## src/rtl/gpr_bank.sv

```systemverilog
// Storage array for a 16-entry general-purpose register file.
// It has one write port, all 16 entries driven in parallel, and a sequenced bulk clear.
module gpr_bank #(
  parameter int               WIDTH   = 16,
  parameter bit               R0_ZERO = 1'b1,
  parameter logic [WIDTH-1:0] CLR_VAL = '0
) (
  input  logic             i_clk,
  input  logic             i_rst,
  input  logic             i_we,
  input  logic [3:0]       i_waddr,
  input  logic [WIDTH-1:0] i_wdata,
  input  logic             i_clr_req,
  output logic             o_wr_ack,
  output logic             o_busy,
  output logic [WIDTH-1:0] o_q0,
  output logic [WIDTH-1:0] o_q1,
  output logic [WIDTH-1:0] o_q2,
  output logic [WIDTH-1:0] o_q3,
  output logic [WIDTH-1:0] o_q4,
  output logic [WIDTH-1:0] o_q5,
  output logic [WIDTH-1:0] o_q6,
  output logic [WIDTH-1:0] o_q7,
  output logic [WIDTH-1:0] o_q8,
  output logic [WIDTH-1:0] o_q9,
  output logic [WIDTH-1:0] o_q10,
  output logic [WIDTH-1:0] o_q11,
  output logic [WIDTH-1:0] o_q12,
  output logic [WIDTH-1:0] o_q13,
  output logic [WIDTH-1:0] o_q14,
  output logic [WIDTH-1:0] o_q15
);

  typedef enum logic {
    S_IDLE  = 1'b0,
    S_CLEAR = 1'b1
  } state_t;

  state_t           r_state;
  state_t           w_state_next;
  logic [3:0]       r_cnt;
  logic [3:0]       w_cnt_next;
  logic             r_wr_ack;
  logic             w_wr_ack_next;
  logic             r_busy;
  logic             w_busy_next;
  logic             w_wr_en;
  logic             w_clr_en;
  logic [WIDTH-1:0] w_q [16];

  always_ff @(posedge i_clk) begin
    if (i_rst) begin
      r_state  <= S_IDLE;
      r_cnt    <= 4'd0;
      r_wr_ack <= 1'b0;
      r_busy   <= 1'b0;
    end else begin
      r_state  <= w_state_next;
      r_cnt    <= w_cnt_next;
      r_wr_ack <= w_wr_ack_next;
      r_busy   <= w_busy_next;
    end
  end

  // A clear request in IDLE takes priority over a simultaneous write.
  always_comb begin
    w_state_next  = r_state;
    w_cnt_next    = r_cnt;
    w_wr_ack_next = 1'b0;
    w_busy_next   = r_busy;
    w_wr_en       = 1'b0;
    w_clr_en      = 1'b0;
    case (r_state)
      S_IDLE: begin
        if (i_clr_req) begin
          w_state_next = S_CLEAR;
          w_cnt_next   = 4'd0;
          w_busy_next  = 1'b1;
        end else if (i_we) begin
          w_wr_en       = 1'b1;
          w_wr_ack_next = 1'b1;
        end
      end
      S_CLEAR: begin
        w_clr_en   = 1'b1;
        w_cnt_next = r_cnt + 4'd1;
        if (r_cnt == 4'd15) begin
          w_state_next = S_IDLE;
          w_busy_next  = 1'b0;
        end
      end
      default: begin
        w_state_next = S_IDLE;
        w_busy_next  = 1'b0;
      end
    endcase
  end

  genvar gi;
  generate
    for (gi = 0; gi < 16; gi++) begin : g_reg
      if (gi == 0 && R0_ZERO) begin : g_zero
        assign w_q[gi] = '0;
      end else begin : g_rw
        logic [WIDTH-1:0] r_q;
        always_ff @(posedge i_clk) begin
          if (i_rst) begin
            r_q <= '0;
          end else if (w_clr_en && r_cnt == 4'(gi)) begin
            r_q <= CLR_VAL;
          end else if (w_wr_en && i_waddr == 4'(gi)) begin
            r_q <= i_wdata;
          end
        end
        assign w_q[gi] = r_q;
      end
    end
  endgenerate

  assign o_wr_ack = r_wr_ack;
  assign o_busy   = r_busy;

  assign o_q0  = w_q[0];
  assign o_q1  = w_q[1];
  assign o_q2  = w_q[2];
  assign o_q3  = w_q[3];
  assign o_q4  = w_q[4];
  assign o_q5  = w_q[5];
  assign o_q6  = w_q[6];
  assign o_q7  = w_q[7];
  assign o_q8  = w_q[8];
  assign o_q9  = w_q[9];
  assign o_q10 = w_q[10];
  assign o_q11 = w_q[11];
  assign o_q12 = w_q[12];
  assign o_q13 = w_q[13];
  assign o_q14 = w_q[14];
  assign o_q15 = w_q[15];

endmodule

```

## config.mk

```make
export PLATFORM = sky130hd
export DESIGN_NAME = gpr_bank
export DESIGN_NICKNAME = d
export VERILOG_FILES = /design/src/rtl/gpr_bank.sv
export SDC_FILE = /design/constraint.sdc
export NUM_CORES = 1
export LEC_CHECK = 0
export BUFFER_PORTS_ARGS = -buffer_cell sky130_fd_sc_hd__buf_2
export CELL_PAD_IN_SITES_DETAIL_PLACEMENT = 0
export CELL_PAD_IN_SITES_GLOBAL_PLACEMENT = 1
export CORE_AREA = 2 2 161 163
export CTS_CLUSTER_DIAMETER = 200
export DETAILED_ROUTE_END_ITERATION = 8
export DIE_AREA = 0 0 163 165
export GPL_TIMING_DRIVEN = 0
export MAX_ROUTING_LAYER = met4
export PLACE_DENSITY_LB_ADDON = 0.1
export SETUP_SLACK_MARGIN = 0.15
export SYNTH_ARGS = -nofsm -noshare
export SYNTH_HDL_FRONTEND = slang
export SYNTH_SLANG_ARGS = --single-unit
```

## constraint.sdc

```tcl
create_clock -name i_clk -period 3.72 [get_ports i_clk]
set_input_delay 0.558 -clock i_clk [delete_from_list [all_inputs] [get_ports i_clk]]
set_output_delay 0.558 -clock i_clk [all_outputs]
set_load 0.005 [all_outputs]
```

* Word-level counts from Yosys, hierarchy flattened
Cells that the tools add are included.
Storage, ports and cells: bits in registers 247, latch bits 0, bits in writable memories 0, bits in read-only memories 0, input port bits 24, output and inout bits 258, word-level logic and storage cells 111, memories kept 0
Operators by class: add/sub/neg operators 1, $mul 0, divide/modulo/power cells 0, magnitude comparators 0, eq/ne operators 32, shifts and indexed selects 0, multiplexer cells 12, bitwise logic cells 1, reductions and logical operators 46
Operators by type and width (count):
- 4-bit == test (second input constant) | 16
- 4-bit by 3-bit == test with 1-bit output (second input constant) | 8
- 1-bit logical AND | 30
- 2-bit OR reduction | 15
- 4-bit by 2-bit == test with 1-bit output (second input constant) | 4
- 4-bit by 1-bit == test with 1-bit output (second input constant) | 2
- 1-bit two-way mux | 8
- 4-bit one-hot mux with 2 select lines | 1
- 4-bit by 1-bit adder with 4-bit output (second input constant) | 1
- 4-bit two-way mux | 1
- 1-bit one-hot mux with 2 select lines | 2
- 2-bit by 1-bit != test with 1-bit output (second input constant) | 1
- 2-bit != test (second input constant) | 1
- 2-bit AND reduction | 1
- 1-bit inverter | 1

* Logic depth before layout (Yosys ltp)
word-level depth 4, gate-level depth with buffers 7, mapped depth without buffers 4

* Worst setup path after synthesis
Ideal clock, no wire load.
kind input to register, from in i_clr_req, to reg g_reg[1].g_rw.r_q[5], in the netlist o_q1[5], setup time 132 ps, arrival 1550 ps, data required time 3588 ps, path slack 2038 ps, stages 5, path buffers 2, cell sequence or4b_4 buf_6 buf_6 o21ai_1 a21oi_1
On the way: word-level cells in the longest chain between the ends 3
Ends and longest elaborated chain:
- from (decl) | line 13 | input logic i_clr_req,
- 1-bit two-way mux | line 75 | if (i_clr_req) begin
- 1-bit two-way mux | line 73 | case (r_state)
- 1-bit logical AND | line 111 | end else if (w_wr_en && i_waddr == 4'(gi)) begin
- to (signal assigned) | line 112 | r_q <= i_wdata;
- to (decl) | line 105 | logic [WIDTH-1:0] r_q;
Every way passes these cells. A chain may end at the register's enable or synchronous reset.

* Final worst setup path
from reg r_state, to reg g_reg[11].g_rw.r_q[4], in the netlist o_q11[4]
On the way: word-level cells in the longest chain between the ends 3, elaborated cells on any way between the ends 5, classes of those cells mux: 2; reduce/logical: 3
Ends and longest elaborated chain:
- from (decl) | line 39 | state_t r_state;
- from (signal assigned) | line 58 | r_state <= w_state_next;
- 1-bit two-way mux | line 73
- 1-bit logical AND | line 109 | end else if (w_clr_en && r_cnt == 4'(gi)) begin
- 2-bit OR reduction (no line)
- to (signal assigned) | line 112
- to (decl) | line 105
Parallel ways exist; a longest one is shown, timed or not.

==> flow_results.org <==
** Clock network
- Number of clock buffers inserted by TritonCTS :: 27
- TritonCTS built the clock tree.
- Clock latency on the worst-skew pair, taken at its later pin, is 0.52 ns.
- The clock passes through at most 3 buffers.
- H-tree depth reported by CTS :: 1
- In this run, post-CTS hold repair placed 0 buffers.
- Clock tree synthesis found a total of 247 sinks.
- After clock tree synthesis, the clock-pin slew on the worst setup and hold paths is 0.06 ns.
- Gates resized during post-CTS repair numbered 0.
- In this run the post-CTS setup repair buffer count came out at 0.
- Clock tree synthesis selected as its root buffer the cell sky130_fd_sc_hd__clkbuf_16.

** Die
- Die width :: 163 um
- Site row count :: 58
- The floorplan step defined a die boundary enclosing 26900 um2.
- In this run the count of I/O pins placed on the die edge is 282.
- Die boundary height :: 165 um
- Core area :: 25000 um2
- Effective utilization at floorplan :: 39.5%

** Synthesis
- Unique masters post-synth :: 34
- Register bit count reported by yosys :: 247
- Counting flops with an async set or reset pin after synthesis yields a share of 0%.
- The top cell type by area accounts for 50.1% of the synthesized area.
- Most used DFF post-synth :: sky130_fd_sc_hd__dfxtp_1
- The synthesized design spends more area on one cell type than any other, namely sky130_fd_sc_hd__dfxtp_1.
- Averaged over all synthesized cells, the footprint is 8.30 um2.
- Top post-synthesis cells by area :: sky130_fd_sc_hd__dfxtp_1, sky130_fd_sc_hd__a21oi_1, sky130_fd_sc_hd__nand3_1
- Sequential cells were found to cover 50.1% of the synthesized design area.
- Most common cell in the netlist :: sky130_fd_sc_hd__dfxtp_1
- In this run the cell area of the synthesized design comes to 9880 um2.
- EDFF count, synth :: 0
- After synthesis, the most frequently instantiated cells are sky130_fd_sc_hd__dfxtp_1, sky130_fd_sc_hd__a21oi_1, sky130_fd_sc_hd__nand3_1.
- In the synthesized netlist, the number of instances is 1190.
- Yosys printed 0 warnings.

** Global route
- Summed over all layers, the global routing overflow is 0.
- The initial antenna violation count came to 3.
- Entering global routing, the biggest net connects 13 pins.
- The first global-routing pass estimated 57900 um of wire.
- Number of global-route vias before repair :: 9394
- In the global route stage, overall resource usage came out at 29.5%.

** Worst setup path
- Walking the worst path, the cells encountered are buf_6, and4bb_2, buf_2, clkbuf_1, nand3_1, a21oi_1.
- Register-to-register path setup slack :: 1.76 ns
- The largest single stage delay on the critical path is 0.49 ns.
- Endpoint of the most critical register-to-register path :: o_q11[4]
- Data on the critical path is required at its endpoint by 4.17 ns.
- Path depth of the worst reg2reg path :: 6
- The startpoint identified for the worst register-to-register timing path is r_state.
- The worst setup path is captured at a flip-flop.
- The critical path starts at r_state.
- Setup crit end :: o_q11[4]
- Worst Path Max Fanout :: 10
- The worst setup path is launched from a flip-flop.
- Highest-delay cell along the critical path :: sky130_fd_sc_hd__clkbuf_1
- Crit path arrival time :: 2.41 ns
- Type of the worst setup path :: reg2reg

** Pwr
- Power share of the combinational group :: 7.4%
- The internal power of the cells totals 0.00430 W.
- Summed over all cells, the static leakage comes to 5.09 nW.
- Fraction of power spent switching nets :: 24.8%
- Maximum VDD drop :: 0.000285 V
- For this design the total switching power over the nets is 0.00142 W.
- Of the total power, registers draw 46.7%.
- Power density over the cells :: 456 nW/um2
- Share of power burned in the clock network :: 45.9%

** Drt
- The first routing iteration left 1004 violations.
- DR DRC count :: 0
- Mean number of vias per cell :: 5.55
- Once detail routing completed, the nets flagged for antenna violations numbered 0.
- Before antenna repair, the detailed router went through 5 iterations.
- Sum of routed wire length over all layers :: 39700 um
- Total via count after detailed routing :: 10300
- Routed length per placed instance :: 21.5 um

** Run
- Max-capacitance violation count :: 0

** Final layout
- Compared with the post-synthesis result, the final layout area differs by 27.0%.
- In the final design database the tool counted 1526 nets.
- Number of filler cells placed in the layout :: 2546
- The finished cells cover 12500 um2.
- Core Util, Final :: 50.1%
- Share of final-layout standard cells stronger than drive strength 1 :: 25.9%
- Final std cells w/o fill :: 1849

** Timing
- Setup violations remaining at the end of the flow were counted as 0.
- Counting I/O delays and the setup requirement, the final critical path takes 1.96 ns.
- Final Hold Violating Endpoints :: 0
- Summed over all failing endpoints, the final setup total negative slack is 0 ns.
- Clk_skew :: 0.00796 ns
- Relative slew slack :: 11.3%
- Across all setup checks in the final design, the least slack found is 1.76 ns.
- Slew Viols, Final :: 0
- Measured slew at the worst slew-check pin :: 1.33 ns
- Setup repair after global routing left no endpoint under its margin.
- Tcrit/Tclk final :: 52.7%
- Static timing analysis puts the maximum clock frequency at 510 MHz.

** Placed design
- Timing analysis after detailed placement gives a worst setup slack of 1.46 ns.
- Post-detail-place hpwl :: 27300 um
- After detailed placement, the total cell area comes to 11700 um2.
- Buffers placed on the I/O ports in this run total 264.
- Placed cell count :: 1799
- At the end of routability-driven placement, the weighted congestion stood at 0.881.

** Worst hold path
- The path class of the tightest hold or removal check is in2reg.

** Status
- Run status :: complete, no violations
## metrics by stage
step / hold WS, ns / power (W)
floorplan: 0.460 / 0.00296
global placement: 0.454 / 0.00315
detailed placement: 0.462 / 0.00315
CTS: 0.276 / 0.00574
global route: 0.280 / 0.00591
finish: 0.287 / 0.00573
## cells in the final DEF, fill, tap and decap left out, drive strengths merged, types with 2 or more instances in the layout
cell      n
a21oi   243
a311oi    2
a31o      3
a41o     12
and3b     3
buf     341
clkbuf  124
clkinv    3
conb     16
dfxtp   247
diode     3
ha        4
inv       5
nand2     2
nand3   242
nand3b    3
nor2      7
nor3b     4
o21ai   240
or3b      3
## how the worst min path moves through the flow
stage	start	endpoint	slack, ns	cells after the start
floorplan	o_busy	o_busy	0.46	2
global placement	o_q12[11]	o_q12[11]	0.45	2
detailed placement	o_q8[9]	o_q8[9]	0.46	2
CTS	i_we	o_wr_ack	0.28	3
global route	i_we	o_wr_ack	0.28	3
finish	i_we	o_wr_ack	0.29	3
## power groups by stage
stage	Combinational (W)	Sequential, W	Clock (W)
2_1_floorplan	0.000228	0.00273	0
3_3_place_gp	0.000418	0.00273	0
3_5_place_dp	0.000418	0.00273	0
4_1_cts	0.000419	0.00267	0.00265
5_1_grt	0.000453	0.00267	0.00278
6_report	0.000426	0.00267	0.00263
## metal layers
layer / GRT usage [%] / up-vias / part of all wire (%)
li1: - / 4872 / -
met1: 39.7 / 4894 / 44
met2: 45.0 / 438 / 45
met3: 5.95 / 66 / 8.5
met4: 8.49 / 0 / 2.6
met5: - / - / 0
## final cells by class
class | count | area, um2 | area share [%]
timing repair buffer | 264 | 1320 | 10.5
clock inverter | 4 | 22.5 | 0.180
clock buffer | 43 | 846 | 6.74
sequential | 247 | 4940 | 39.4
buffer | 158 | 801 | 6.38
antenna | 3 | 7.51 | 0.0598
inverter | 5 | 18.8 | 0.150
multi-input combinational | 795 | 4170 | 33.2
tap | 330 | 413 | 3.29
## logic make-up (layout without fill, tap and decap cells)
| family | count (synthesis) | count (layout) | share of synthesized area (%) |
|---|---|---|---|
| simple gates | 273 | 273 | 14.8 |
| flops | 247 | 247 | 50.1 |
| buf+inv | 163 | 474 | 8.30 |
| other cells | 1 | 19 | 0.0380 |
| fa+ha+maj | 4 | 4 | 0.507 |
| compound gates | 501 | 501 | 26.2 |
| mux | 1 | 1 | 0.101 |
## sequential cells by signal, indices dropped and copies added, names as in the netlist
register,flops
o_q2,16
o_q6,16
o_wr_ack,1
o_q11,16
o_q8,16
o_q3,16
o_q12,16
o_q1,16
o_q10,16
o_q14,16
o_q7,16
o_q9,16
o_q15,16
o_q13,16
o_q4,16
o_q5,16
r_state,1
o_busy,1
r_cnt,4
## worst max-delay path: cells and delay by family (launching register included)
family / cells / cell delay (ns)
flops: 1 / 0.31
simple gates: 2 / 0.46
compound gates: 1 / 0.18
buf+inv: 3 / 0.95
No activity file was read; power rests on OpenSTA's default activity.
